$ cat src/rtl/segre_pkg.sv
// Shared types and constants for the Segre pipeline controller.
//   ctrl_state_e     : drain FSM states (RUN, DRAIN, DONE)
//   IF_STG/ID_STG    : block/nop bit positions of the front-end stages
//   EX_WR/MEM_WR     : indices into the writing-stage vectors
//   FINISH_INSTR_DEF : default end-of-test instruction encoding
package segre_pkg;

    typedef enum logic [1:0] {
        RUN   = 2'd0,
        DRAIN = 2'd1,
        DONE  = 2'd2
    } ctrl_state_e;

    localparam int unsigned IF_STG = 0;
    localparam int unsigned ID_STG = 1;
    localparam int unsigned EX_WR  = 0;
    localparam int unsigned MEM_WR = 1;

    localparam logic [31:0] FINISH_INSTR_DEF = 32'hfff01073;

endpackage

$ cat src/rtl/segre_hazard_match.sv
// Compares one ID source register against every writing stage.
//   src, use_src   : source register and whether ID actually reads it
//   valid, we, dst : per-stage valid, write-enable and packed destinations
//   hit            : per-stage match (x0 and unread sources never match)
//   fwd_idx        : youngest matching stage j encoded as j+1, 0 if none
module segre_hazard_match #(
    parameter int unsigned NUM_WR_STAGES = 3,
    parameter int unsigned REG_SIZE      = 5,
    parameter int unsigned FWD_W         = 2
) (
    input  logic [REG_SIZE-1:0]               src,
    input  logic                              use_src,
    input  logic [NUM_WR_STAGES-1:0]          valid,
    input  logic [NUM_WR_STAGES-1:0]          we,
    input  logic [NUM_WR_STAGES*REG_SIZE-1:0] dst,
    output logic [NUM_WR_STAGES-1:0]          hit,
    output logic [FWD_W-1:0]                  fwd_idx
);

    // Per-stage comparators
    always_comb begin
        hit = '0;
        for (int j = 0; j < NUM_WR_STAGES; j++) begin
            hit[j] = use_src & (src != '0) & valid[j] & we[j]
                   & (dst[j*REG_SIZE +: REG_SIZE] == src);
        end
    end

    // Scan oldest to youngest so the lowest matching index is left standing
    always_comb begin
        fwd_idx = '0;
        for (int j = NUM_WR_STAGES - 1; j >= 0; j--) begin
            if (hit[j]) begin
                fwd_idx = FWD_W'(j + 1);
            end
        end
    end

endmodule

$ cat src/rtl/segre_pipeline_ctrl.sv
// Hazard/stall controller for the Segre in-order core.
//   clk_i, rsn_i           : clock, async active-low reset
//   ic_hit_i, dc_hit_i     : cache hit indications for IF fetch / MEM access
//   valid_id_i, decode_instr_i, src_*_id_i, use_*_i : ID stage instruction info
//   valid_wr_i, we_wr_i, dst_wr_i, is_load_ex_i     : writing stages EX..WB
//   block_o, nop_o         : per-stage hold / bubble (0=IF, 1=ID, 2+j=wr stage j)
//   fwd_a_o, fwd_b_o       : operand source select (0=regfile, j+1=wr stage j)
//   finish_test_o          : sticky end-of-test flag after drain
//   stall_cnt_o            : saturating count of IF-blocked cycles while running
module segre_pipeline_ctrl
    import segre_pkg::*;
#(
    parameter int unsigned          NUM_WR_STAGES = 3,
    parameter int unsigned          REG_SIZE      = 5,
    parameter int unsigned          WORD_SIZE     = 32,
    parameter bit                   BYPASS_EN     = 1'b0,
    parameter int unsigned          DRAIN_CYCLES  = 4,
    parameter logic [WORD_SIZE-1:0] FINISH_INSTR  = WORD_SIZE'(FINISH_INSTR_DEF),
    localparam int unsigned         FWD_W         = $clog2(NUM_WR_STAGES + 1),
    localparam int unsigned         NUM_STG       = NUM_WR_STAGES + 2
) (
    input  logic                              clk_i,
    input  logic                              rsn_i,
    input  logic                              ic_hit_i,
    input  logic                              dc_hit_i,
    input  logic                              valid_id_i,
    input  logic [WORD_SIZE-1:0]              decode_instr_i,
    input  logic [REG_SIZE-1:0]               src_a_id_i,
    input  logic                              use_a_i,
    input  logic [REG_SIZE-1:0]               src_b_id_i,
    input  logic                              use_b_i,
    input  logic [NUM_WR_STAGES-1:0]          valid_wr_i,
    input  logic [NUM_WR_STAGES-1:0]          we_wr_i,
    input  logic [NUM_WR_STAGES*REG_SIZE-1:0] dst_wr_i,
    input  logic                              is_load_ex_i,
    output logic [NUM_STG-1:0]                block_o,
    output logic [NUM_STG-1:0]                nop_o,
    output logic [FWD_W-1:0]                  fwd_a_o,
    output logic [FWD_W-1:0]                  fwd_b_o,
    output logic                              finish_test_o,
    output logic [31:0]                       stall_cnt_o
);

    localparam int unsigned EX_STG   = 2 + EX_WR;
    localparam int unsigned MEM_STG  = 2 + MEM_WR;
    localparam int unsigned POST_STG = MEM_STG + 1;
    localparam int unsigned DRAIN_W  = (DRAIN_CYCLES > 1) ? $clog2(DRAIN_CYCLES) : 1;

    logic [NUM_WR_STAGES-1:0] hit_a;
    logic [NUM_WR_STAGES-1:0] hit_b;
    logic [FWD_W-1:0]         fidx_a;
    logic [FWD_W-1:0]         fidx_b;
    logic                     hazard;
    logic                     mem_stall;
    logic                     finish_seen;
    logic [NUM_STG-1:0]       block_c;
    logic [NUM_STG-1:0]       nop_pre;

    ctrl_state_e              state_q;
    logic [DRAIN_W-1:0]       drain_q;
    logic                     finish_q;
    logic [31:0]              stall_q;

    segre_hazard_match #(
        .NUM_WR_STAGES (NUM_WR_STAGES),
        .REG_SIZE      (REG_SIZE),
        .FWD_W         (FWD_W)
    ) u_match_a (
        .src     (src_a_id_i),
        .use_src (use_a_i),
        .valid   (valid_wr_i),
        .we      (we_wr_i),
        .dst     (dst_wr_i),
        .hit     (hit_a),
        .fwd_idx (fidx_a)
    );

    segre_hazard_match #(
        .NUM_WR_STAGES (NUM_WR_STAGES),
        .REG_SIZE      (REG_SIZE),
        .FWD_W         (FWD_W)
    ) u_match_b (
        .src     (src_b_id_i),
        .use_src (use_b_i),
        .valid   (valid_wr_i),
        .we      (we_wr_i),
        .dst     (dst_wr_i),
        .hit     (hit_b),
        .fwd_idx (fidx_b)
    );

    // Stall priority: D$ miss, then RAW hazard, then I$ miss; drain holds IF on top
    always_comb begin
        block_c   = '0;
        nop_pre   = '0;
        mem_stall = valid_wr_i[MEM_WR] & ~dc_hit_i;
        if (BYPASS_EN) begin
            hazard = is_load_ex_i & (hit_a[EX_WR] | hit_b[EX_WR]);
        end else begin
            hazard = (|hit_a) | (|hit_b);
        end

        if (mem_stall) begin
            block_c[IF_STG]  = 1'b1;
            block_c[ID_STG]  = 1'b1;
            block_c[EX_STG]  = 1'b1;
            block_c[MEM_STG] = 1'b1;
            nop_pre[POST_STG] = 1'b1;
        end else if (hazard && valid_id_i) begin
            block_c[IF_STG] = 1'b1;
            block_c[ID_STG] = 1'b1;
            nop_pre[EX_STG] = 1'b1;
        end else if (!ic_hit_i) begin
            block_c[IF_STG] = 1'b1;
            nop_pre[ID_STG] = 1'b1;
        end

        if (state_q != RUN) begin
            block_c[IF_STG] = 1'b1;
            nop_pre[ID_STG] = 1'b1;
        end

        finish_seen = valid_id_i & (decode_instr_i == FINISH_INSTR) & ~block_c[ID_STG];
    end

    // Stage controls follow reset immediately, without waiting for a clock edge
    assign block_o       = rsn_i ? block_c : '0;
    assign nop_o         = rsn_i ? (nop_pre & ~block_c) : '0;
    assign fwd_a_o       = (BYPASS_EN && rsn_i) ? fidx_a : '0;
    assign fwd_b_o       = (BYPASS_EN && rsn_i) ? fidx_b : '0;
    assign finish_test_o = finish_q;
    assign stall_cnt_o   = stall_q;

    // Drain FSM, drain counter and stall counter
    always_ff @(posedge clk_i or negedge rsn_i) begin
        if (!rsn_i) begin
            state_q  <= RUN;
            drain_q  <= '0;
            finish_q <= 1'b0;
            stall_q  <= '0;
        end else begin
            case (state_q)
                RUN: begin
                    if (block_c[IF_STG] && (stall_q != 32'hFFFF_FFFF)) begin
                        stall_q <= stall_q + 32'd1;
                    end
                    if (finish_seen) begin
                        state_q <= DRAIN;
                        drain_q <= DRAIN_W'(DRAIN_CYCLES - 1);
                    end
                end
                DRAIN: begin
                    if (!mem_stall) begin
                        if (drain_q == '0) begin
                            state_q  <= DONE;
                            finish_q <= 1'b1;
                        end else begin
                            drain_q <= drain_q - DRAIN_W'(1);
                        end
                    end
                end
                DONE: begin
                    finish_q <= 1'b1;
                end
                default: begin
                    state_q <= RUN;
                end
            endcase
        end
    end

endmodule

$ cat config.mk
export PLATFORM = sky130hd
export DESIGN_NAME = segre_pipeline_ctrl
export DESIGN_NICKNAME = d
export VERILOG_FILES = /design/src/rtl/segre_pkg.sv /design/src/rtl/segre_hazard_match.sv /design/src/rtl/segre_pipeline_ctrl.sv
export SDC_FILE = /design/constraint.sdc
export NUM_CORES = 1
export LEC_CHECK = 0
export CORE_MARGIN = 2
export CORE_UTILIZATION = 28
export CTS_BUF_LIST = sky130_fd_sc_hd__clkbuf_8 sky130_fd_sc_hd__clkbuf_16
export DETAILED_ROUTE_END_ITERATION = 16
export GPL_TIMING_DRIVEN = 0
export PLACE_DENSITY_LB_ADDON = 0.15
export SLEW_MARGIN = 20
export SYNTH_ARGS = -nofsm -noshare
export SYNTH_HDL_FRONTEND = slang
export SYNTH_SLANG_ARGS = --single-unit
$ cat constraint.sdc
create_clock -name clk_i -period 2.7 [get_ports clk_i]
set_input_delay 0.405 -clock clk_i [delete_from_list [all_inputs] [get_ports clk_i]]
set_output_delay 0.405 -clock clk_i [all_outputs]
set_load 0.005 [all_outputs]
==> impl_metrics.tcl <==
set metrics [dict create \
    status "complete, no violations" \
    grt_pass1_wl_um 11800 \
    clock_path_buffers 2 \
    h-tree-depth 2 \
    finalMaxSlewViolations 0 \
    initial_core_util_pct 28.6 \
    path_max_fanout 4 \
    leakage_uw 0.00173 \
    grt_antenna_before_repair 0 \
    grt_util_met3_pct 3.01 \
    clk_pin_slew_worst_paths_ns 0.08 \
    ys_seq_area_share_pct 37.5 \
    synth_flop_cell "dfrtp_1" \
    cts_sinks 37 \
    fillerInstances 845 \
    hpwl_um 5770 \
    drt_drc_violations_left 0 \
    wirelength_um 7310 \
    numCtsBuffers 5 \
    worstMarginPinSlew_ns 0.628 \
    top_usage_layer "met2" \
    syn_inst 249 \
    cts_tree "yes" \
    cts_root_buffer "clkbuf_8" \
    period_minus_slack_ns 2.63 \
    final.setup.tns_ns 0 \
    yosys.area_share.adder_pct 1.01 \
    die_w_um 97.9 \
    syn_area_um2 2470 \
    cp-start-kind "input port" \
    hold_viol 0 \
    peakVddDrop_mv 0.245 \
    required_ns 2.30 \
    cap_violations 0 \
    drive_gt1_share_pct 15.6 \
    synthTopCellsByArea "dfrtp_1 (38%), xnor2_1 (13%), xor2_1 (8.5%)" \
    synthMuxAreaShare_pct 1.27 \
    synth-xor-area-share_pct 21.7 \
    ys_async_sr_fraction_pct 100 \
    p_per_area_nw_per_um2 340 \
    globalRouteMet2Util_pct 25.6 \
    crit_family "compound AO/OA/AOI/OAI gates" \
    crit_cells 8 \
    yosys.area.top_type "dfrtp_1" \
    cp-startpoint "src_a_id_i[1]" \
    dr.first_iter.drc_count 71 \
    total_power_uw 1340 \
    synthTopCellsByCount "dfrtp_1 (37), xnor2_1 (37), nand4_1 (25)" \
    synth.top_cell.area_share_pct 37.5 \
    end_kind "output port" \
    port_buffers 109 \
    final.period_utilization_pct 97.5 \
    fmax_mhz 380 \
    multi_input_area_um2 1500 \
    syn_avg_cell_area_um2 9.91 \
    grt.overflow.total 0 \
    synth_warnings 0 \
    finalSetupViolations 0 \
    crit_arrival_ns 2.23 \
    synth-edff-count 0 \
    area_growth_pct 59.5 \
    crit-reg2reg-launch "stall_cnt_o[0]" \
    synth_seq_cells 37 \
    synth_compound_area_share_pct 4.36 \
    n_antenna_cell 0 \
    synth_top_family_by_area "simple AND/OR/NAND/NOR gates" \
    grt_max_degree 22 \
    critPathBufInv 3 \
    dp_cells 473 \
    synth-simple-area-share_pct 28.9 \
    r2r_cells 7 \
    rrSetupSlack_ns 0.30 \
    slew-limit-headroom_pct 58.1 \
    core-area_um2 8640 \
    slowest_delay_ns 0.41 \
    grt_pass1_vias 2329 \
    rr_endpoint "stall_cnt_o[1]" \
    wl_per_cell_um 15.1 \
    io_pins 118 \
    place_congestion 0.799 \
    clock_latency_ns 0.28 \
    synth_cell_types 46 \
    cts_hold_buf 0 \
    fin_cells 485 \
    via_count 2286 \
    die_h_um 97.9 \
    vias_per_cell 4.71 \
    grt_util_all_layers_pct 15.1 \
    firstDrtPassIters 4 \
    regArea_um2 926 \
    skew_ns 0.00769 \
    use_met1_pct 20.0 \
    detail-route-antenna-nets 0 \
    hp-class "input port to asynchronous set/reset pin" \
    num_rows 34 \
    cpMaxStageDelayCell "or3_4" \
    die_area_um2 9580 \
    nets 449 \
    cp_cell_sequence "clkbuf_2 -> or3_4 -> o311a_4 -> a22oi_2 -> nand2_1 -> buf_4 -> o21a_1 -> dlygate4sd2_1" \
    path_class "input port to output port" \
]
## worst max path at each step
stage,endpoint,slack [ns]
2_1_floorplan,stall_cnt_o[1],0.60
3_3_place_gp,block_o[3],-1.02
3_5_place_dp,block_o[0],-0.54
4_1_cts,block_o[0],-0.04
5_1_grt,block_o[0],-0.01
6_report,block_o[0],0.07
## power by group
part | switching, µW | internal, µW
Sequential | 0.000000136 | 554
Clock | 195 | 367
Combinational | 92.8 | 130
Total | 288 | 1050
## cells by family after synthesis
logic type | count (synthesis)
xor+xnor | 61
fa+ha+maj | 2
mux | 3
simple gates | 112
other cells | 1
compound gates | 11
buf+inv | 22
flops | 37
## per-layer routing
layer	wire [µm]	vias to the layer above
met4	65	0
met5	0	-
li1	-	1135
met1	3280	1062
met3	400	6
met2	3560	83
## through the flow
| step | area, µm² | util [%] | worst slack (ns) | hold slack [ns] |
|---|---|---|---|---|
| 4_1_cts | 3890 | 45.0 | -0.0372 | 0.0803 |
| 6_report | 3940 | 45.6 | 0.0671 | 0.0720 |
| 3_5_place_dp | 3740 | 43.3 | -0.543 | 0.395 |
| 2_1_floorplan | 2490 | - | 0.603 | 0.109 |
| 3_3_place_gp | 3720 | 43.0 | -1.02 | 0.463 |
| 5_1_grt | 3940 | 45.6 | -0.0111 | 0.106 |
## final cells by class
type	count	share of cell area, %
sequential	37	23.5
multi-input combinational	196	38.0
clock buffer	5	1.75
timing repair buffer	114	28.4
inverter	6	0.572
buffer	16	2.67
tap	108	3.43
clock inverter	3	1.65
## placed cells by master, fill, tap and decap left out, drive strengths merged, types with 3 or more instances in the layout
cell type and n:
nand3 20, nand4 26, nand2 13, and3 13
dlymetal6s2s 8, dlygate4sd2 13, buf 21, nor2 12
conb 7, clkdlybuf4s50 81, and4 4, nor4 9
nand4b 3, clkbuf 12, dfrtp 37, inv 6
xnor2 37, xor2 24
## what timing repair did
action                                  in CTS  in global routing
hold endpoints to repair                     0                  0
pin swaps                                    7                  7
endpoints found under the setup margin       4                  2
gates resized for setup                     28                 22
setup buffers                                2                  2
## state kept, by name (all words and copies together) (netlist names)
signal	flops
stall_cnt_o	32
drain_q	2
state_q	2
finish_test_o	1
No activity file was read; power rests on OpenSTA's default activity.
